**config.mk**
```make
export PLATFORM = sky130hd
export DESIGN_NAME = usb_hs_host_chirp
export DESIGN_NICKNAME = d
export VERILOG_FILES = /design/src/rtl/usb_pkg.sv /design/src/rtl/usb_hs_host_chirp.sv
export SDC_FILE = /design/constraint.sdc
export NUM_CORES = 1
export LEC_CHECK = 0
export CAP_MARGIN = 10
export CORE_MARGIN = 2
export CORE_UTILIZATION = 58
export DETAILED_ROUTE_END_ITERATION = 12
export DONT_BUFFER_PORTS = 1
export PLACE_DENSITY = 0.76
export SYNTH_ARGS = -nofsm -noshare
export SYNTH_HDL_FRONTEND = slang
export SYNTH_SLANG_ARGS = --single-unit
```
**constraint.sdc**
```tcl
create_clock -name clk -period 3.2 [get_ports clk]
set_clock_uncertainty 0.2 [all_clocks]
set_input_delay 0.32 -clock clk [delete_from_list [all_inputs] [get_ports clk]]
set_output_delay 0.32 -clock clk [all_outputs]
set_load 0.01 [all_outputs]
```
**src/rtl/usb_pkg.sv**
```systemverilog
// Shared USB 2.0 PHY-control encodings for the host-side and device-side chirp negotiators.
package usb_pkg;

  typedef enum logic [1:0] {
    LsSe0 = 2'b00,
    LsJ   = 2'b01,
    LsK   = 2'b10,
    LsSe1 = 2'b11
  } line_state_e;

  typedef enum logic [1:0] {
    OpNormal     = 2'b00,
    OpNonDriving = 2'b01,
    OpNoBitStuff = 2'b10
  } op_mode_e;

  typedef enum logic [1:0] {
    XcvrHs = 2'b00,
    XcvrFs = 2'b01,
    XcvrLs = 2'b10
  } xcvr_select_e;

  localparam logic [7:0] ChirpKData = 8'h00;
  localparam logic [7:0] ChirpJData = 8'hFF;

  // Device-side negotiator timing, in 60 MHz cycles.
  localparam int unsigned DevChirpKMinCycles    = 60000;
  localparam int unsigned DevHostChirpDetCycles = 150;
  localparam int unsigned DevHostChirpPairs     = 3;

  typedef enum logic [2:0] {
    StIdle,
    StResetSe0,
    StWaitKEnd,
    StHostK,
    StHostJ,
    StHsDone,
    StFsDone
  } host_chirp_state_e;

  typedef struct packed {
    logic [1:0] xcvr_select;
    logic       term_select;
    logic [1:0] op_mode;
    logic       tx_valid;
    logic [7:0] tx_data;
    logic       reset_active;
    logic       hs_enabled;
    logic       negotiation_done;
  } phy_ctrl_t;

  localparam phy_ctrl_t PhyCtrlFs = '{
    xcvr_select:      XcvrFs,
    term_select:      1'b1,
    op_mode:          OpNormal,
    tx_valid:         1'b0,
    tx_data:          8'h00,
    reset_active:     1'b0,
    hs_enabled:       1'b0,
    negotiation_done: 1'b0
  };

endpackage

```
**src/rtl/usb_hs_host_chirp.sv**
```systemverilog
// Host-side high-speed detection handshake: drives bus reset, detects the device chirp K and
// answers with K-J chirp pairs until the reset window closes.
module usb_hs_host_chirp
  import usb_pkg::*;
#(
  parameter int unsigned RESET_CYCLES     = 600000,
  parameter int unsigned CHIRP_DET_CYCLES = 150,
  parameter int unsigned CHIRP_CYCLES     = 3000
) (
  input  logic       clk,
  input  logic       rst_n,
  input  logic       enable,
  input  logic       port_reset,
  input  logic       force_fs,
  input  logic [1:0] line_state,
  output logic [1:0] xcvr_select,
  output logic       term_select,
  output logic [1:0] op_mode,
  output logic       tx_valid,
  output logic [7:0] tx_data,
  output logic       reset_active,
  output logic       hs_enabled,
  output logic       negotiation_done,
  output logic [7:0] chirp_pairs
);

  localparam int unsigned CntW = $clog2(RESET_CYCLES + 1);
  typedef logic [CntW-1:0] cnt_t;

  host_chirp_state_e state_q, state_d;
  cnt_t              timer_q, timer_d;
  cnt_t              dur_q, dur_d;
  logic [7:0]        pairs_q, pairs_d;
  phy_ctrl_t         ctrl_q, ctrl_d;
  logic [7:0]        chirp_pairs_q;

  logic in_reset_states;
  logic timer_done;
  logic timer_sat;
  logic dur_last;
  logic k_seen;
  logic line_k;

  assign in_reset_states = state_q inside {StResetSe0, StWaitKEnd, StHostK, StHostJ};
  // "Done" counts the current cycle, so the reset window spans exactly RESET_CYCLES cycles.
  assign timer_done = (32'(timer_q) + 32'd1) >= RESET_CYCLES;
  assign timer_sat  = 32'(timer_q) >= RESET_CYCLES;
  assign dur_last   = (32'(dur_q) + 32'd1) >= CHIRP_CYCLES;
  assign k_seen     = (32'(dur_q) + 32'd1) >= CHIRP_DET_CYCLES;
  assign line_k     = line_state == LsK;

  always_ff @(posedge clk or negedge rst_n) begin
    if (!rst_n) begin
      state_q <= StIdle;
    end else begin
      state_q <= state_d;
    end
  end

  always_comb begin
    state_d = state_q;
    if (!enable) begin
      state_d = StIdle;
    end else begin
      case (state_q)
        StIdle, StHsDone, StFsDone: begin
          if (port_reset) state_d = StResetSe0;
        end
        StResetSe0: begin
          if (timer_done) begin
            state_d = StFsDone;
          end else if (line_k && k_seen && !force_fs) begin
            state_d = StWaitKEnd;
          end
        end
        StWaitKEnd: begin
          if (timer_done) begin
            state_d = StFsDone;
          end else if (line_state == LsSe0) begin
            state_d = StHostK;
          end
        end
        StHostK: begin
          if (dur_last) state_d = StHostJ;
        end
        StHostJ: begin
          if (dur_last) state_d = timer_done ? StHsDone : StHostK;
        end
        default: state_d = StIdle;
      endcase
    end
  end

  // In RESET_SE0 the duration counter doubles as the consecutive-K run length.
  always_comb begin
    timer_d = timer_q;
    dur_d   = dur_q;
    pairs_d = pairs_q;
    if (!enable) begin
      timer_d = '0;
      dur_d   = '0;
      pairs_d = '0;
    end else begin
      if (state_d == StResetSe0 && state_q != StResetSe0) begin
        timer_d = '0;
      end else if (in_reset_states && !timer_sat) begin
        timer_d = timer_q + 1'b1;
      end

      if (state_d != state_q) begin
        dur_d = '0;
      end else if (state_q == StResetSe0) begin
        dur_d = line_k ? dur_q + 1'b1 : '0;
      end else if (state_q inside {StHostK, StHostJ}) begin
        dur_d = dur_q + 1'b1;
      end

      if (state_q == StHostJ && dur_last && pairs_q != 8'hFF) begin
        pairs_d = pairs_q + 8'd1;
      end
    end
  end

  always_ff @(posedge clk or negedge rst_n) begin
    if (!rst_n) begin
      timer_q <= '0;
      dur_q   <= '0;
      pairs_q <= '0;
    end else begin
      timer_q <= timer_d;
      dur_q   <= dur_d;
      pairs_q <= pairs_d;
    end
  end

  always_comb begin
    ctrl_d = PhyCtrlFs;
    case (state_q)
      StIdle: ctrl_d = PhyCtrlFs;
      StFsDone: ctrl_d.negotiation_done = 1'b1;
      StResetSe0, StWaitKEnd, StHostK, StHostJ: begin
        ctrl_d.xcvr_select  = XcvrHs;
        ctrl_d.term_select  = 1'b0;
        ctrl_d.op_mode      = OpNoBitStuff;
        ctrl_d.reset_active = 1'b1;
        if (state_q == StHostK) begin
          ctrl_d.tx_valid = 1'b1;
          ctrl_d.tx_data  = ChirpKData;
        end else if (state_q == StHostJ) begin
          ctrl_d.tx_valid = 1'b1;
          ctrl_d.tx_data  = ChirpJData;
        end
      end
      StHsDone: begin
        ctrl_d.xcvr_select      = XcvrHs;
        ctrl_d.term_select      = 1'b0;
        ctrl_d.hs_enabled       = 1'b1;
        ctrl_d.negotiation_done = 1'b1;
      end
      default: ctrl_d = PhyCtrlFs;
    endcase
  end

  always_ff @(posedge clk or negedge rst_n) begin
    if (!rst_n) begin
      ctrl_q        <= PhyCtrlFs;
      chirp_pairs_q <= '0;
    end else begin
      ctrl_q        <= ctrl_d;
      chirp_pairs_q <= pairs_q;
    end
  end

  assign xcvr_select      = ctrl_q.xcvr_select;
  assign term_select      = ctrl_q.term_select;
  assign op_mode          = ctrl_q.op_mode;
  assign tx_valid         = ctrl_q.tx_valid;
  assign tx_data          = ctrl_q.tx_data;
  assign reset_active     = ctrl_q.reset_active;
  assign hs_enabled       = ctrl_q.hs_enabled;
  assign negotiation_done = ctrl_q.negotiation_done;
  assign chirp_pairs      = chirp_pairs_q;

endmodule

```
==> results.yml, run 1 <==
logic_synthesis:
  async_flop_share: 1.00
  ys.flop_type: "dfrtp_1"
  syn_avg_cell_area_um2: 8.50
  yosys.area.top_type: "dfrtp_1"
  synth-seq-area-share: 0.375
  ys_top_cells_by_area: "dfrtp_1 (37%), nor2_1 (5.2%), xnor2_1 (4.8%)"
  yosys.area.top_type_share: 0.369
  syn-cell-area_um2: 4340
  ys_warn_count: 0
  ys_seq_elements: 65
  synthCells: 510
  ys_types: 75
  synth_edf_count: 0
routing:
  vias_per_cell: 6.35
  wl_met1_um: 4950
  drt_wl_total_um: 12800
  drt_first_pass_iters: 5
  wire_per_inst_um: 18.4
  highest_layer: "met4"
  ant_nets: 0
  drc: 0
  vias: 4411
  met3_length_um: 834
  first_iter_violations: 373
  wl_met2_um: 6550
worst_setup_path:
  cp-start-kind: "register"
  crit_required_ns: 3.28
  cpMaxStageDelayCell: "dfrtp_1"
  crit_path_frequent_cell: "buf_4"
  path_cells: "buf_4 -> ha_1 -> nand4_1 -> buf_4 -> buf_4 -> nor4_4 -> xnor2_1 -> a21oi_2 -> buf_4 -> a41oi_4 -> o211ai_1 -> buf_4 -> a211oi_2 -> a211oi_2 -> o221ai_2 -> buf_12 -> a311oi_2"
  cp-end-kind: "register"
  cp_data_arrival_time_ns: 3.60
  cp_top_family: "compound AO/OA/AOI/OAI gates"
  cp_max_fo: 20
  max_stage_delay_ns: 0.38
  r2r_setup_slack_ns: -0.32
  critPathBufInv: 6
  worst-setup-path-type: "register to register"
finish:
  finalNetCount: 603
  postLayoutCellArea_um2: 5560
  seqCellArea_um2: 1640
  final_cell_mix: "buf_4 (101), dfrtp_1 (58), nor2_1 (52)"
  syn_to_final_growth_pct: 28.2
  multi_input_area_um2: 2640
  drive_above_1_share: 0.309
  fill_cells: 462
  n_antenna_cell: 0
  final_common_cell: "buf_4"
timing:
  rsz0062_at_grt: "true"
  setup-tns-final_ns: -10.94
  max_slew_margin: 0.534
  fin_crit_sh: 1.10
  setup_viol: 40
  finalHoldViolations: 0
  postLayoutSetupSlackWorst_ns: -0.320
  tightest_slew_ns: 0.700
  holdWs_ns: 0.108
  max_clock_freq_ghz: 0.284
  slew_violations: 0
  period_minus_slack_ns: 3.52
clock_tree:
  clockBufferDepth: 2
  cts_root_buf: "clkbuf_8"
  numCtsBuffers: 9
  path_clk_slew_ns: 0.08
  insertion_delay_ns: 0.37
  htree_num_levels: 3
  cts.sinks: 65
  cts_tree: "built"
placed_design:
  placement.io_buffers: 0
  place_ws_ns: -0.229
  postPlaceCellArea_um2: 4960
  gp_congestion: 0.953
  dpl.hpwl_um: 7910
run:
  max-cap-violations: 0
pwr:
  combPwrFrac: 0.104
  power_density_nw_per_um2: 322
  p_sw_frac: 0.291
  intPower_mw: 1.27
  clkPwrFrac: 0.428
  p_leak_nw: 2.36
  seqPwrFrac: 0.468
  ir_drop_v: 0.000444
  switchingPower_uw: 521
  power_mw: 1.79
floorplanning:
  die_w_um: 90.5
  dieHeight_um: 90.5
  die_area_um2: 8180
  rows: 31
  ios: 32
  start_util: 0.598
  core-area_um2: 7250
global_route:
  grt_pass1_vias: 4244
  grt_use_total: 0.303
  grt_pass1_wl_um: 20100
  grt_max_degree: 66
  grt_overflow: 0
  grt_antenna_before_repair: 0
outcome:
  violations: "setup timing"
  status: "finished, violations left"
hold_path:
  hp-class: "input port to register"
routing by layer:
layer | vias up | track usage
met4 | 0 | 0.146
met1 | 2134 | 0.357
met2 | 214 | 0.539
met5 | - | 0
li1 | 2008 | -
met3 | 55 | 0.0467
cells by family (layout without fill, tap and decap cells):
kind of cell    count (synthesis)  after routing  synth area share
other cells                     1              2          0.000865
fa+ha+maj                       6              6            0.0167
xor+xnor                       37             37            0.0747
mux                             2              2           0.00462
flops                          65             65             0.375
simple gates                  221            221             0.274
buf+inv                        55            140            0.0629
compound gates                123            123             0.191
area by class of cell:
type	instances	share of cell area
Tap cell	99	0.0223
Multi-Input combinational cell	391	0.476
Clock inverter	7	0.0151
Timing Repair Buffer	112	0.163
Sequential cell	65	0.294
Clock buffer	9	0.0223
Inverter	12	0.00810
what timing repair did:
action | in CTS | in global routing
cloned | 2 | 0
buffers inserted | 5 | 8
resized for setup | 32 | 22
pin swaps | 7 | 6
setup endpoints to repair | 48 | 49
endpoints found under the hold margin | 66 | 0
hold buffers | 4 | 0
worst paths after layout:
kind | from | end | cells after the start
min in group asynchronous | rst_n | dur_q[10]$_DFFE_PN0P_ | 2
min reg2reg | pairs_q[7]$_DFFE_PN0P_ | chirp_pairs[7]$_DFF_PN0_ | 0
max in group asynchronous | rst_n | xcvr_select[0]$_DFF_PN1_ | 2
min | enable | timer_q[5]$_DFFE_PN0P_ | 4
max | timer_q[1]$_DFFE_PN0P_ | dur_q[19]$_DFFE_PN0P_ | 17
max reg2reg | timer_q[1]$_DFFE_PN0P_ | dur_q[19]$_DFFE_PN0P_ | 17
per-stage QoR:
stage | utilization | std cells
after detailed placement | 0.684 | 660
after floorplan | - | 511
after global routing | 0.766 | 695
after CTS | 0.744 | 687
after global placement | 0.684 | 660
final | 0.766 | 695
cells in the mapped netlist (5+ instances only):
library cell / n
dfrtp_1: 64
nand2b_1: 6
or3_1: 10
nor4_1: 6
inv_1: 11
xnor2_1: 24
ha_1: 5
o21ai_0: 22
buf_4: 14
clkbuf_1: 23
a31oi_1: 9
nand3_1: 18
nor2_1: 60
and4_1: 7
nor3_1: 20
nand2_1: 42
xor2_1: 13
a21oi_1: 39
nand4_1: 13
and3_1: 11
worst reg2reg max path, cell delays in order, from the launching register on:
cell and delay, ns:
dfrtp_1 0.38, buf_4 0.14, ha_1 0.16, nand4_1 0.19, buf_4 0.21, buf_4 0.13
nor4_4 0.27, xnor2_1 0.13, a21oi_2 0.20, buf_4 0.17, a41oi_4 0.14, o211ai_1 0.19
buf_4 0.18, a211oi_2 0.06, a211oi_2 0.18, o221ai_2 0.15, buf_12 0.18, a311oi_2 0.18
state kept, by name (all words and copies together), names as in the netlist, 3 cells and up:
name and flops:
chirp_pairs 8, timer_q 20, dur_q 20, pairs_q 8, state_q 3
power by group through the flow:
stage / Clock, mW / Combinational, mW / Sequential [mW]
6_report: 0.767 / 0.186 / 0.838
5_1_grt: 0.802 / 0.199 / 0.839
4_1_cts: 0.765 / 0.181 / 0.837
3_5_place_dp: 0 / 0.133 / 0.853
3_3_place_gp: 0 / 0.129 / 0.853
2_1_floorplan: 0 / 0.0999 / 0.852
Note: power is estimated with default switching activity, not from simulation.
==> run 2: changes to the inputs <==
CAP_MARGIN = 25   (was 10)
CTS_CLUSTER_DIAMETER = 40   (was default)
SKIP_LAST_GASP = 1   (was default)
==> run 2 against run 1 <==
  * The run still ends with setup timing left
  * Register-to-register slack hardly changed
  * Hold slack lost 0.0039 ns
  * Routed wire length fell by 0.16%
==> results.yml, run 2 (same netlist as run 1, synthesis figures left out) <==
global_route:
  grt_pass1_vias: 4244
  grt_overflow: 0
  grt_pass1_wl_um: 20100
  grt_max_degree: 66
  grt_use_total: 0.303
  grt_antenna_before_repair: 0
finish:
  final_common_cell: "buf_4"
  postLayoutCellArea_um2: 5550
  fin_util: 0.766
  reg_top3: "dur_q x20, timer_q x20"
  syn_to_final_growth_pct: 28.1
  n_antenna_cell: 0
  finalNetCount: 603
  final_cell_mix: "buf_4 (101), dfrtp_1 (58), nor2_1 (52)"
  drive_above_1_share: 0.307
placed_design:
  placement.io_buffers: 0
  gp_congestion: 0.953
  place_ws_ns: -0.229
  postPlaceCellArea_um2: 4960
  dpl.hpwl_um: 7910
clock_tree:
  path_clk_slew_ns: 0.08
  cts_root_buf: "clkbuf_8"
  insertion_delay_ns: 0.38
  cts.sinks: 65
  numCtsBuffers: 9
  htree_num_levels: 3
  clockBufferDepth: 2
  cts_tree: "built"
floorplanning:
  start_util: 0.598
  core-area_um2: 7250
  ios: 32
  rows: 31
  die_area_um2: 8180
  dieHeight_um: 90.5
  die_w_um: 90.5
pwr:
  power_density_nw_per_um2: 323
  ir_drop_v: 0.000444
  p_leak_nw: 2.37
routing:
  wire_per_inst_um: 18.4
  first_iter_violations: 386
  drt_wl_total_um: 12800
  vias: 4373
  ant_nets: 0
  drt_first_pass_iters: 5
  vias_per_cell: 6.29
  drc: 0
worst_setup_path:
  cp_max_fo: 20
  cp-start-kind: "register"
  cpMaxStageDelayCell: "dfrtp_1"
  crit_path_frequent_cell: "buf_4"
  cp-end-kind: "register"
  crit_required_ns: 3.29
  cp_data_arrival_time_ns: 3.60
  worst-setup-path-type: "register to register"
  path_cells: "buf_4 -> ha_1 -> nand4_1 -> buf_4 -> buf_4 -> nor4_4 -> xnor2_1 -> a21oi_2 -> buf_4 -> a41oi_4 -> o211ai_1 -> buf_4 -> a211oi_2 -> a211oi_2 -> o221ai_2 -> buf_12 -> a311oi_2"
  max_stage_delay_ns: 0.37
timing:
  finalHoldViolations: 0
  max_slew_margin: 0.534
  setup-tns-final_ns: -10.71
  rsz0062_at_grt: "true"
  postLayoutSetupSlackWorst_ns: -0.312
  setup_viol: 40
  holdWs_ns: 0.104
  max_clock_freq_ghz: 0.285
  tightest_slew_ns: 0.700
  period_minus_slack_ns: 3.51
  slew_violations: 0
  fin_crit_sh: 1.10
outcome:
  status: "finished, violations left"
  violations: "setup timing"
hold_path:
  hp-class: "input port to register"
run:
  max-cap-violations: 0
==> run 2: cell counts in the layout (fill, tap and decap cells not counted) <==
No cell type changed its count.
==> run 2: through the flow <==
| step | total power, mW | cells |
|---|---|---|
| after floorplan | 0.952 | 511 |
| after CTS | 1.78 | 687 |
| final | 1.79 | 695 |
| after global placement | 0.982 | 660 |
| after global routing | 1.84 | 695 |
| after detailed placement | 0.986 | 660 |
==> run 2: final cells by class <==
type	count	area [µm²]
Sequential cell	65	1640
Clock inverter	7	83.8
Clock buffer	9	124
Inverter	12	45.0
Multi-Input combinational cell	391	2640
Fill cell	465	1700
Timing Repair Buffer	112	903
Tap cell	99	124
==> run 2: final timing paths <==
kind                                         from                       end  slack (ns)  cells after the start
max in group asynchronous                   rst_n  xcvr_select[0]$_DFF_PN1_        2.18                      2
min reg2reg                pairs_q[5]$_DFFE_PN0P_  chirp_pairs[5]$_DFF_PN0_        0.23                      0
min in group asynchronous                   rst_n     dur_q[10]$_DFFE_PN0P_        0.31                      2
max                        timer_q[1]$_DFFE_PN0P_     dur_q[19]$_DFFE_PN0P_       -0.31                     17
max reg2reg                timer_q[1]$_DFFE_PN0P_     dur_q[19]$_DFFE_PN0P_       -0.31                     17
min                                        enable    timer_q[5]$_DFFE_PN0P_        0.10                      4
==> run 2: what timing repair did <==
action | 4_1_cts | 5_1_grt
endpoints found under the hold margin | 66 | 0
endpoints found under the setup margin | 48 | 49
buffers inserted | 5 | 8
cloned | 2 | 0
pin swaps | 7 | 6
hold buffers | 4 | 0
resized for setup | 32 | 21
==> run 2: metal layers <==
layer  up-vias  track usage  share of wire
li1       2002            -              -
met1      2118        0.357           0.39
met2       202        0.539           0.51
met3        51       0.0467          0.065
met4         0        0.146          0.037
met5         -            0              0
==> run 2: where the power goes <==
part	leakage (nW)	switching [mW]	internal, mW	total (mW)
Sequential	0.892	0.00888	0.829	0.838
Clock	0.103	0.394	0.374	0.769
Combinational	1.37	0.119	0.0670	0.186
Total	2.37	0.523	1.27	1.79
==> run 2: worst max-delay path, delay by kind of cell, from the launching register on <==
kind / cells / cell delay, ns
simple gates: 2 / 0.46
fa+ha+maj: 1 / 0.16
xor+xnor: 1 / 0.13
compound gates: 7 / 1.10
buf+inv: 6 / 1.01
flops: 1 / 0.37
==> run 3: changes to the inputs <==
ABC_AREA = 1   (was default)
==> run 3 against run 2 <==
  * The flow now finishes without violations
  * Routed wire length is 22% lower
  * Die area increased by 2.2%
  * Clock-buffer cell count stayed put
  * Clock power rose by 4.9%
  * Critical path type unchanged
  * Critical endpoint is now dur_q[9]$_DFFE_PN0P_
  * Largest cell class unchanged
==> results.yml, run 3 <==
finish:
  reg_top3: "dur_q x20, timer_q x20"
  final_cells: 718
  drive_above_1_share: 0.200
  syn_to_final_growth_pct: 8.91
  seqCellArea_um2: 1630
  multi_input_area_um2: 2430
  final_common_cell: "nand2_1"
  n_antenna_cell: 0
  fill_cells: 619
  finalNetCount: 626
  final_cell_mix: "nand2_1 (157), inv_1 (68), dfrtp_1 (63)"
logic_synthesis:
  yosysMostFrequentCell: "nand2_1"
  synth_edf_count: 0
  ys.flop_type: "dfrtp_1"
  yosys.area.top_type_share: 0.361
  ys_warn_count: 0
  syn_avg_cell_area_um2: 7.24
  ys_seq_elements: 65
  async_flop_share: 1.00
  synth-seq-area-share: 0.367
  ys_top_cells_by_count: "nand2_1 (160), inv_1 (68), dfrtp_1 (64)"
  ys_top_cells_by_area: "dfrtp_1 (36%), nand2_1 (14%), inv_1 (5.8%)"
  ys_types: 40
  yosys.area.top_type: "dfrtp_1"
  syn-cell-area_um2: 4440
  synthCells: 613
timing:
  period_minus_slack_ns: 2.98
  finalHoldViolations: 0
  setup_viol: 0
  setup-tns-final_ns: 0
  fin_crit_sh: 0.931
  max_slew_margin: 0.530
  postLayoutSetupSlackWorst_ns: 0.220
  tightest_slew_ns: 0.706
  max_clock_freq_ghz: 0.336
  slew_violations: 0
worst_setup_path:
  rr_worst_depth: 21
  worst-setup-path-type: "register to register"
  cp-start-kind: "register"
  cp-end-kind: "register"
  cp_max_fo: 20
  crit_required_ns: 3.28
  r2r_end: "dur_q[9]$_DFFE_PN0P_"
  r2r-start: "timer_q[1]$_DFFE_PN0P_"
  r2r_setup_slack_ns: 0.22
  cp_data_arrival_time_ns: 3.06
hold_path:
  hold_end: "pairs_q[0]$_DFFE_PN0P_"
  worstHoldStart: "enable"
  worstHoldPathCells: 2
  hp-class: "input port to register"
routing:
  vias: 3984
  drt_wl_total_um: 9920
  wl_met1_um: 4480
  drc: 0
  vias_per_cell: 5.55
  ant_nets: 0
  met3_length_um: 654
  highest_layer: "met4"
  wire_per_inst_um: 13.8
  wl_met2_um: 4650
  first_iter_violations: 329
  drt_first_pass_iters: 5
global_route:
  grt_max_degree: 66
  grt_use_total: 0.250
  grt_pass1_wl_um: 17000
  grt_pass1_vias: 3757
  grt_antenna_before_repair: 0
  grt_overflow: 0
floorplanning:
  dieHeight_um: 91.5
  ios: 32
  start_util: 0.605
  rows: 31
  die_w_um: 91.5
  die_area_um2: 8370
  core-area_um2: 7330
pwr:
  ir_drop_v: 0.000361
  p_leak_nw: 2.14
  power_density_nw_per_um2: 474
outcome:
  status: "finished clean"
placed_design:
  place_ws_ns: 0.134
  gp_congestion: 0.978
  dpl.hpwl_um: 6760
  placement.io_buffers: 0
  placed_cells_incl_taps: 694
clock_tree:
  insertion_delay_ns: 0.35
  htree_num_levels: 3
  cts.sinks: 65
  numCtsBuffers: 9
  clockBufferDepth: 2
  path_clk_slew_ns: 0.08
  cts_tree: "built"
  cts_root_buf: "clkbuf_8"
run:
  max-cap-violations: 0
[run 3: final cells by class]
type                    instances  share of cell area
inverters                      72              0.0559
well taps                      99              0.0256
clock inverters                 7              0.0210
multi-input cells             452               0.502
repair buffers                 14              0.0329
flip-flops and latches         65               0.337
clock buffers                   9              0.0256
[run 3: power breakdown]
group / total, mW / switching (mW) / internal (mW)
sequential: 0.961 / 0.0781 / 0.883
combinational: 0.523 / 0.347 / 0.175
clock: 0.807 / 0.362 / 0.445
total: 2.29 / 0.787 / 1.50
[run 3: worst max-delay path, cell delays in order, from the launching register on]
cell	delay (ns)
dfrtp_1	0.39
ha_1	0.18
nand2_1	0.10
nor2_4	0.17
nand2_2	0.10
nor2_4	0.21
xor2_1	0.16
inv_1	0.07
nor2_1	0.09
nand2_1	0.09
nand3_1	0.12
nand2_1	0.10
inv_1	0.09
nand2_1	0.05
nand2_1	0.07
nand2_1	0.08
nand2_1	0.08
nand2_1	0.08
nor2_2	0.13
nand2_2	0.07
buf_12	0.17
nor2_2	0.08
[run 3: stage by stage]
step                      hold WS, ns  utilization  total power, mW  instance area (µm²)
after global routing           0.0490        0.659             2.42                 4830
after detailed placement       -0.173        0.608             1.44                 4460
final                          0.0252        0.659             2.29                 4830
after floorplan                -0.176            -             1.35                 4440
after global placement         -0.172        0.608             1.43                 4460
after CTS                      0.0123        0.646             2.28                 4730
[run 3: cells by family (layout without fill, tap and decap cells)]
| family | count (synthesis) | in the layout | synth area share |
|---|---|---|---|
| simple gates | 343 | 343 | 0.359 |
| compound gates | 87 | 87 | 0.129 |
| flops | 65 | 65 | 0.367 |
| fa+ha+maj | 5 | 5 | 0.0141 |
| buf+inv | 97 | 102 | 0.101 |
| other cells | 1 | 2 | 0.000845 |
| xor+xnor | 15 | 15 | 0.0296 |
[run 3: worst max path at each step]
stage / startpoint / endpoint / slack, ns / cells after the start
6_report: timer_q[1]$_DFFE_PN0P_ / dur_q[9]$_DFFE_PN0P_ / 0.22 / 21
5_1_grt: timer_q[1]$_DFFE_PN0P_ / dur_q[17]$_DFFE_PN0P_ / -0.02 / 22
4_1_cts: state_q[1]$_DFF_PN0_ / dur_q[2]$_DFFE_PN0P_ / 0.1 / 10
3_5_place_dp: state_q[1]$_DFF_PN0_ / dur_q[2]$_DFFE_PN0P_ / 0.13 / 10
3_3_place_gp: state_q[1]$_DFF_PN0_ / dur_q[2]$_DFFE_PN0P_ / 0.22 / 10
2_1_floorplan: timer_q[0]$_DFFE_PN0P_ / timer_q[10]$_DFFE_PN0P_ / 0.57 / 17
[run 3: repair_timing]
| action | in CTS | in global routing |
|---|---|---|
| endpoints found under the hold margin | 71 | 0 |
| setup buffers | 0 | 4 |
| setup endpoints to repair | 0 | 42 |
| gates resized for setup | 0 | 15 |
| hold buffers | 3 | 0 |
[run 3: metal layers]
layer | vias to the layer above | GRT usage
li1 | 1952 | -
met1 | 1870 | 0.346
met2 | 147 | 0.391
met3 | 15 | 0.0481
met4 | 0 | 0.0909
met5 | - | 0
